$ cat src/rtl/mem_arb_pkg.sv
// Shared types for the two-port memory arbiter: FSM state encoding and
// the requester index type.
package mem_arb_pkg;

    localparam int NUM_REQ = 2;

    typedef enum logic [1:0] {
        IDLE = 2'd0,
        REQ  = 2'd1,
        RESP = 2'd2
    } arb_state_e;

    // One bit selects core 0 or core 1.
    typedef logic req_idx_t;

endpackage

$ cat src/rtl/mem_port_arbiter.sv
// Two-requester arbiter in front of a single memory master port. One
// transaction outstanding at a time; contention is resolved by a priority
// bit that flips to the other core after each completed or timed-out
// transaction. A response that never arrives is reported as an error pulse.
module mem_port_arbiter
    import mem_arb_pkg::*;
#(
    parameter int ADDR_W  = 32,
    parameter int DATA_W  = 32,
    parameter int TIMEOUT = 16
) (
    input  logic                              clk_i,
    input  logic                              rst_i,
    input  logic [NUM_REQ-1:0]                req_i,
    input  logic [NUM_REQ-1:0][ADDR_W-1:0]    addr_i,
    input  logic [NUM_REQ-1:0]                we_i,
    input  logic [NUM_REQ-1:0][DATA_W/8-1:0]  be_i,
    input  logic [NUM_REQ-1:0][DATA_W-1:0]    wdata_i,
    output logic [NUM_REQ-1:0]                gnt_o,
    output logic [NUM_REQ-1:0]                rvalid_o,
    output logic [NUM_REQ-1:0]                err_o,
    output logic [DATA_W-1:0]                 rdata_o,
    output logic                              mem_req_o,
    output logic [ADDR_W-1:0]                 mem_addr_o,
    output logic                              mem_we_o,
    output logic [DATA_W/8-1:0]               mem_be_o,
    output logic [DATA_W-1:0]                 mem_wdata_o,
    input  logic                              mem_gnt_i,
    input  logic                              mem_rvalid_i,
    input  logic [DATA_W-1:0]                 mem_rdata_i
);

    localparam int CNT_W = $clog2(TIMEOUT) + 1;
    localparam logic [CNT_W-1:0] TO_LAST = CNT_W'(TIMEOUT - 1);

    arb_state_e       state_q, state_d;
    req_idx_t         owner_q, owner_d;
    req_idx_t         rr_q, rr_d;
    logic [CNT_W-1:0] cnt_q, cnt_d;

    logic             timed_out;
    assign timed_out = (cnt_q == TO_LAST);

    // State, owner, priority bit and response-wait counter.
    always_ff @(posedge clk_i) begin
        if (rst_i) begin
            state_q <= IDLE;
            owner_q <= 1'b0;
            rr_q    <= 1'b0;
            cnt_q   <= '0;
        end else begin
            state_q <= state_d;
            owner_q <= owner_d;
            rr_q    <= rr_d;
            cnt_q   <= cnt_d;
        end
    end

    // Next-state: arbitration in IDLE, grant/withdraw in REQ, response or timeout in RESP.
    always_comb begin
        state_d = state_q;
        owner_d = owner_q;
        rr_d    = rr_q;
        cnt_d   = cnt_q;
        unique case (state_q)
            IDLE: begin
                if (|req_i) begin
                    // Both asking: priority bit decides; else the lone requester.
                    owner_d = (&req_i) ? rr_q : req_idx_t'(req_i[1]);
                    state_d = REQ;
                end
            end
            REQ: begin
                if (mem_gnt_i) begin
                    state_d = RESP;
                    cnt_d   = '0;
                end else if (!req_i[owner_q]) begin
                    // Withdrawn before memory accepted it: no fairness update.
                    state_d = IDLE;
                end
            end
            RESP: begin
                // A response on the last wait cycle still counts as a response.
                if (mem_rvalid_i || timed_out) begin
                    rr_d    = ~owner_q;
                    state_d = IDLE;
                end else begin
                    cnt_d = cnt_q + CNT_W'(1);
                end
            end
            default: state_d = IDLE;
        endcase
    end

    // Outputs: memory port muxed from owner in REQ, responses routed in RESP; all quiet in reset.
    always_comb begin
        gnt_o       = '0;
        rvalid_o    = '0;
        err_o       = '0;
        rdata_o     = '0;
        mem_req_o   = 1'b0;
        mem_addr_o  = '0;
        mem_we_o    = 1'b0;
        mem_be_o    = '0;
        mem_wdata_o = '0;
        if (!rst_i) begin
            unique case (state_q)
                REQ: begin
                    mem_req_o      = 1'b1;
                    mem_addr_o     = addr_i[owner_q];
                    mem_we_o       = we_i[owner_q];
                    mem_be_o       = be_i[owner_q];
                    mem_wdata_o    = wdata_i[owner_q];
                    gnt_o[owner_q] = mem_gnt_i;
                end
                RESP: begin
                    if (mem_rvalid_i) begin
                        rvalid_o[owner_q] = 1'b1;
                        rdata_o           = mem_rdata_i;
                    end else if (timed_out) begin
                        err_o[owner_q] = 1'b1;
                    end
                end
                default: ;
            endcase
        end
    end

endmodule

$ cat config.mk
export PLATFORM = sky130hd
export DESIGN_NAME = mem_port_arbiter
export DESIGN_NICKNAME = d
export VERILOG_FILES = /design/src/rtl/mem_arb_pkg.sv /design/src/rtl/mem_port_arbiter.sv
export SDC_FILE = /design/constraint.sdc
export NUM_CORES = 1
export LEC_CHECK = 0
export ABC_CLOCK_PERIOD_IN_PS = 2800
export CORE_AREA = 3 3 109 111
export CTS_BUF_LIST = sky130_fd_sc_hd__clkbuf_16
export DETAILED_ROUTE_END_ITERATION = 16
export DIE_AREA = 0 0 112 114
export GPL_ROUTABILITY_DRIVEN = 0
export SYNTH_ARGS = -nofsm -noshare
export SYNTH_HDL_FRONTEND = slang
export SYNTH_SLANG_ARGS = --single-unit
$ cat constraint.sdc
create_clock -name clk_i -period 2.8 [get_ports clk_i]
set_clock_uncertainty 0.1 [all_clocks]
set_input_delay 0.84 -clock clk_i [delete_from_list [all_inputs] [get_ports clk_i]]
set_output_delay 0.84 -clock clk_i [all_outputs]
set_load 0.01 [all_outputs]
Yosys cells after proc, flatten, opt, wreduce, memory -nomap -nowiden
Cells that the tools add are included.

operators by class
  $add $sub $neg = 1
  magnitude comparators = 2
  equality and inequality tests = 8
  multiplexer cells = 43
  bitwise operators = 2
  reductions and logical operators = 10

operators with widths
  operator                                             number
  two-way mux 32 bit                                   11
  two-way mux 2 bit                                    13
  two-way mux 4 bit                                    4
  two-way mux 1 bit                                    10
  two-way mux 5 bit                                    2
  case mux 5 bit (2 select lines)                      1
  != test 2 bit (second input constant)                4
  case mux 2 bit (3 select lines)                      1
  AND reduction 2 bit                                  3
  AND reduction 3 bit                                  2
  adder 5 x 1 -> 5 bit (second input constant)         1
  == test 5 x 4 -> 1 bit (second input constant)       1
  != test 3 bit (second input constant)                1
  bitwise AND 2 bit                                    1
  == test 2 x 1 -> 1 bit (second input constant)       1
  == test 2 bit (second input constant)                1
  logical NOT 2 bit                                    1
  < comparator 1 x 2 -> 1 bit (second input constant)  1
  nonzero test 2 bit                                   1
  OR reduction 2 bit                                   1
  demux 1 bit (select 1 bit)                           1
  >= comparator 1 bit (second input constant)          1
  logical AND 1 bit                                    1
  logical OR 1 bit                                     1
  inverter 1 bit                                       1

storage, ports and cells
  register bits = 9

Depth between registers and ports, before layout
  depth after elaboration = 8
  mapped depth = 7
  gate-level depth less buffers = 6

Worst setup path after synthesis
OpenSTA, ideal clock, no wires.

  path type = input-to-output
  start point = input port rst_i
  end point = output port gnt_o[0]
  arrival time = 1.612 ns
  data required time = 1.860 ns
  path slack = 0.248 ns
  stages = 4
  path buffers = 1
  cells stage by stage = nor2_1 > nand2_1 > clkbuf_1 > nor3b_1

between the ends
  cells in the longest elaborated chain, start to end = 1

RTL lines
  element             line                     RTL
  start: declaration  mem_port_arbiter.sv:13   input logic rst_i,
  two-way mux 2 bit   mem_port_arbiter.sv:106  if (!rst_i) begin
  end: declaration    mem_port_arbiter.sv:19   output logic [NUM_REQ-1:0] gnt_o,

No other way between the ends.

Worst setup path in the final report
  start point = input port mem_rvalid_i
  end point = output port rdata_o[30]

between the ends
  cells in the longest elaborated chain, start to end = 3

RTL lines
  element             line                     RTL
  start: declaration  mem_port_arbiter.sv:29   input logic mem_rvalid_i,
  two-way mux 32 bit  mem_port_arbiter.sv:117  if (mem_rvalid_i) begin
  two-way mux 32 bit  mem_port_arbiter.sv:107  unique case (state_q)
  two-way mux 32 bit  mem_port_arbiter.sv:106
  end: declaration    mem_port_arbiter.sv:22   output logic [DATA_W-1:0] rdata_o,

No other way between the ends.

==> reports/qor.yml <==
synthesis:
  synth_nets: 431
  synth_area_um2: 1760
  synth_seq_cells: 9
  ys_seq_area_share_pct: 10.2
  synth_cells: 253
  syn-mean-instance-area_um2: 6.96
  yosysWarnings: 0
  post_synth_num_cell_types: 31
timing:
  tightest_slew_ns: 0.333
  slew_headroom_pct: 77.2
  fmax_ghz: 0.365
  whs_ns: 0.375
  hold_violations: 0
  min_period_ns: 2.74
  period_share_pct: 97.8
  rsz0062_at_grt: "false"
  maxSlewViolCount: 0
  setup-violations-final: 0
detailed_routing:
  vias_per_cell: 4.24
  drt_pre_antenna_iters: 4
  wirelength_um: 11000
  postRouteAntennaNets: 0
  first_iter_violations: 89
  wl_per_cell_um: 16.2
  drc: 0
  via_count: 2882
critical_path:
  worstPathMaxFanout: 17
  crit_path_end_kind: "primary output"
  crit_required_ns: 1.86
  worstPathArrival_ns: 1.80
  path_class: "in -> out"
  cp-start-kind: "primary input"
worst_hold_path:
  min_path_type: "reg -> reg"
global_routing:
  overflow: 0
  grt_max_degree: 28
  first_global_vias: 2953
  antenna_found_initial: 0
  grt_pass1_wl_um: 16500
  grtUsageTotal_pct: 16.1
floorplanning:
  rows: 38
  die_h_um: 114
  initial_core_util_pct: 16.2
  core_um2: 10900
  io_pins: 284
  fp.dieW_um: 112
  die_area_um2: 12800
clock_network:
  path_clk_slew_ns: 0.04
  htreeDepth: 1
  numCtsBuffers: 3
  cts_sinks: 9
  cts_tree: "yes"
  cts_buffer_depth: 2
  clockRootBuffer: "clkbuf_16"
  clkLatencyLatePin_ns: 0.24
power_and_ir_drop:
  powerDensity_nw_per_um2: 206
  p_total_uw: 935
  irDropWorstVdd_mv: 0.269
  leakage_nw: 2.00
cells_and_area:
  antennaDiodeCount: 0
  areaGrowthSynthToFinish_pct: 158
  drive_above_1_share_pct: 26.5
  final_nets: 719
placement:
  portBuffers: 283
  hpwl_um: 9280
status:
  status: "finished clean"
flow_run:
  maxCapViolCount: 0
-- cells in the mapped netlist --
cell       instances  area, µm²
nor2_1            73        274
mux2i_1           70        701
and2_1            33        206
clkbuf_1          14       52.6
dfxtp_1            9        180
a21oi_1            8       40.0
buf_2              6       30.0
inv_1              4       15.0
nand2b_1           4       25.0
nand3_1            4       20.0
a211o_1            2       17.5
and3_1             2       12.5
ha_1               2       25.0
nand2_1            2       7.51
nand3b_1           2       15.0
o21ai_0            2       10.0
or3_1              2       12.5
a2111oi_0          1       8.76
a21bo_2            1       10.0
buf_1              1       3.75
buf_6              1       11.3
nor2b_1            1       6.26
nor3b_1            1       7.51
nor3b_2            1       12.5
nor4_1             1       6.26
nor4b_1            1       8.76
o21bai_1           1       7.51
or2_2              1       6.26
or3b_1             1       8.76
or4b_1             1       10.0
xor2_1             1       8.76
-- repair_timing --
item / in CTS / in global routing
hold buffers: 0 / 0
resized for setup: 308 / 84
buffers inserted: 5 / 0
pin swaps: 3 / 1
endpoints found under the setup margin: 108 / 56
gates cloned: 2 / 0
-- state kept, by name, summed over array words and instances (netlist names) --
signal	cells
cnt_q	5
state_q	2
rr_q	1
owner_q	1
-- per-stage QoR --
| step | worst slack [ns] | cell area [µm²] | std cells | setup TNS [ns] | util (%) |
|---|---|---|---|---|---|
| final | 0.0626 | 4540 | 680 | 0 | 41.7 |
| after global routing | 0.00332 | 4540 | 680 | 0 | 41.7 |
| after CTS | 0.00214 | 4750 | 680 | 0 | 43.6 |
| after detailed placement | -0.679 | 4850 | 669 | -67.17 | 44.6 |
| after global placement | -0.671 | 4850 | 669 | -68.39 | 44.6 |
| after floorplan | 0.248 | 1760 | 253 | 0 | - |
-- cells by family after synthesis --
logic type / synth area share [%]
flip-flops: 10.2
AO/OA/AOI/OAI: 5.33
multiplexers: 39.8
buffers and inverters: 6.40
adder cells (fa/ha/maj): 1.42
XOR/XNOR: 0.498
AND/OR/NAND/NOR: 36.3
-- layout make-up --
cell class | count | area, µm²
well taps | 140 | 175
inverters | 4 | 15.0
fillers | 1133 | 6340
repair buffers | 305 | 2590
clock inverters | 1 | 3.75
flip-flops and latches | 9 | 184
clock buffers | 3 | 75.1
multi-input cells | 218 | 1500
-- critical path, cell delays in order --
cell	delay (ns)
buf_2	0.12
nor3b_4	0.22
buf_12	0.14
buf_16	0.12
and2_1	0.12
clkdlybuf4s15_1	0.23
-- report_power, final --
group          leakage [nW]  total (mW)  switching, mW  internal (mW)
logic                  1.89       0.544          0.191          0.353
registers            0.0738       0.141        0.00838          0.133
clock network        0.0423       0.250         0.0632          0.187
-- placed cells by master (no fill, tap or decap), types with 3 or more instances in the layout --
| cell type | n |
|---|---|
| nand3_1 | 4 |
| and2_1 | 33 |
| a21oi_1 | 8 |
| inv_1 | 5 |
| buf_2 | 56 |
| dfxtp_1 | 8 |
| clkbuf_16 | 3 |
| clkdlybuf4s50_1 | 173 |
| clkbuf_2 | 49 |
| nor2_1 | 69 |
| nand2b_1 | 4 |
| nor2_2 | 4 |
| mux2i_1 | 70 |
| buf_12 | 6 |
| buf_4 | 13 |
-- path summary, 6_finish.rpt --
check	start	to	slack (ns)	cells past startpoint
max	mem_rvalid_i	rdata_o[30]	0.06	6
max reg2reg	cnt_q[1]$_SDFFE_PP0P_	cnt_q[2]$_SDFFE_PP0P_	0.65	6
min reg2reg	cnt_q[4]$_SDFFE_PP0P_	cnt_q[4]$_SDFFE_PP0P_	0.38	2
min	cnt_q[4]$_SDFFE_PP0P_	cnt_q[4]$_SDFFE_PP0P_	0.38	2
-- routing by layer --
layer	global-route usage, %	part of all wire, %
met2	30.5	54
met5	0	0
met3	4.56	7.8
met1	17.3	35
met4	4.73	2.6
No activity file was read; power rests on OpenSTA's default activity.
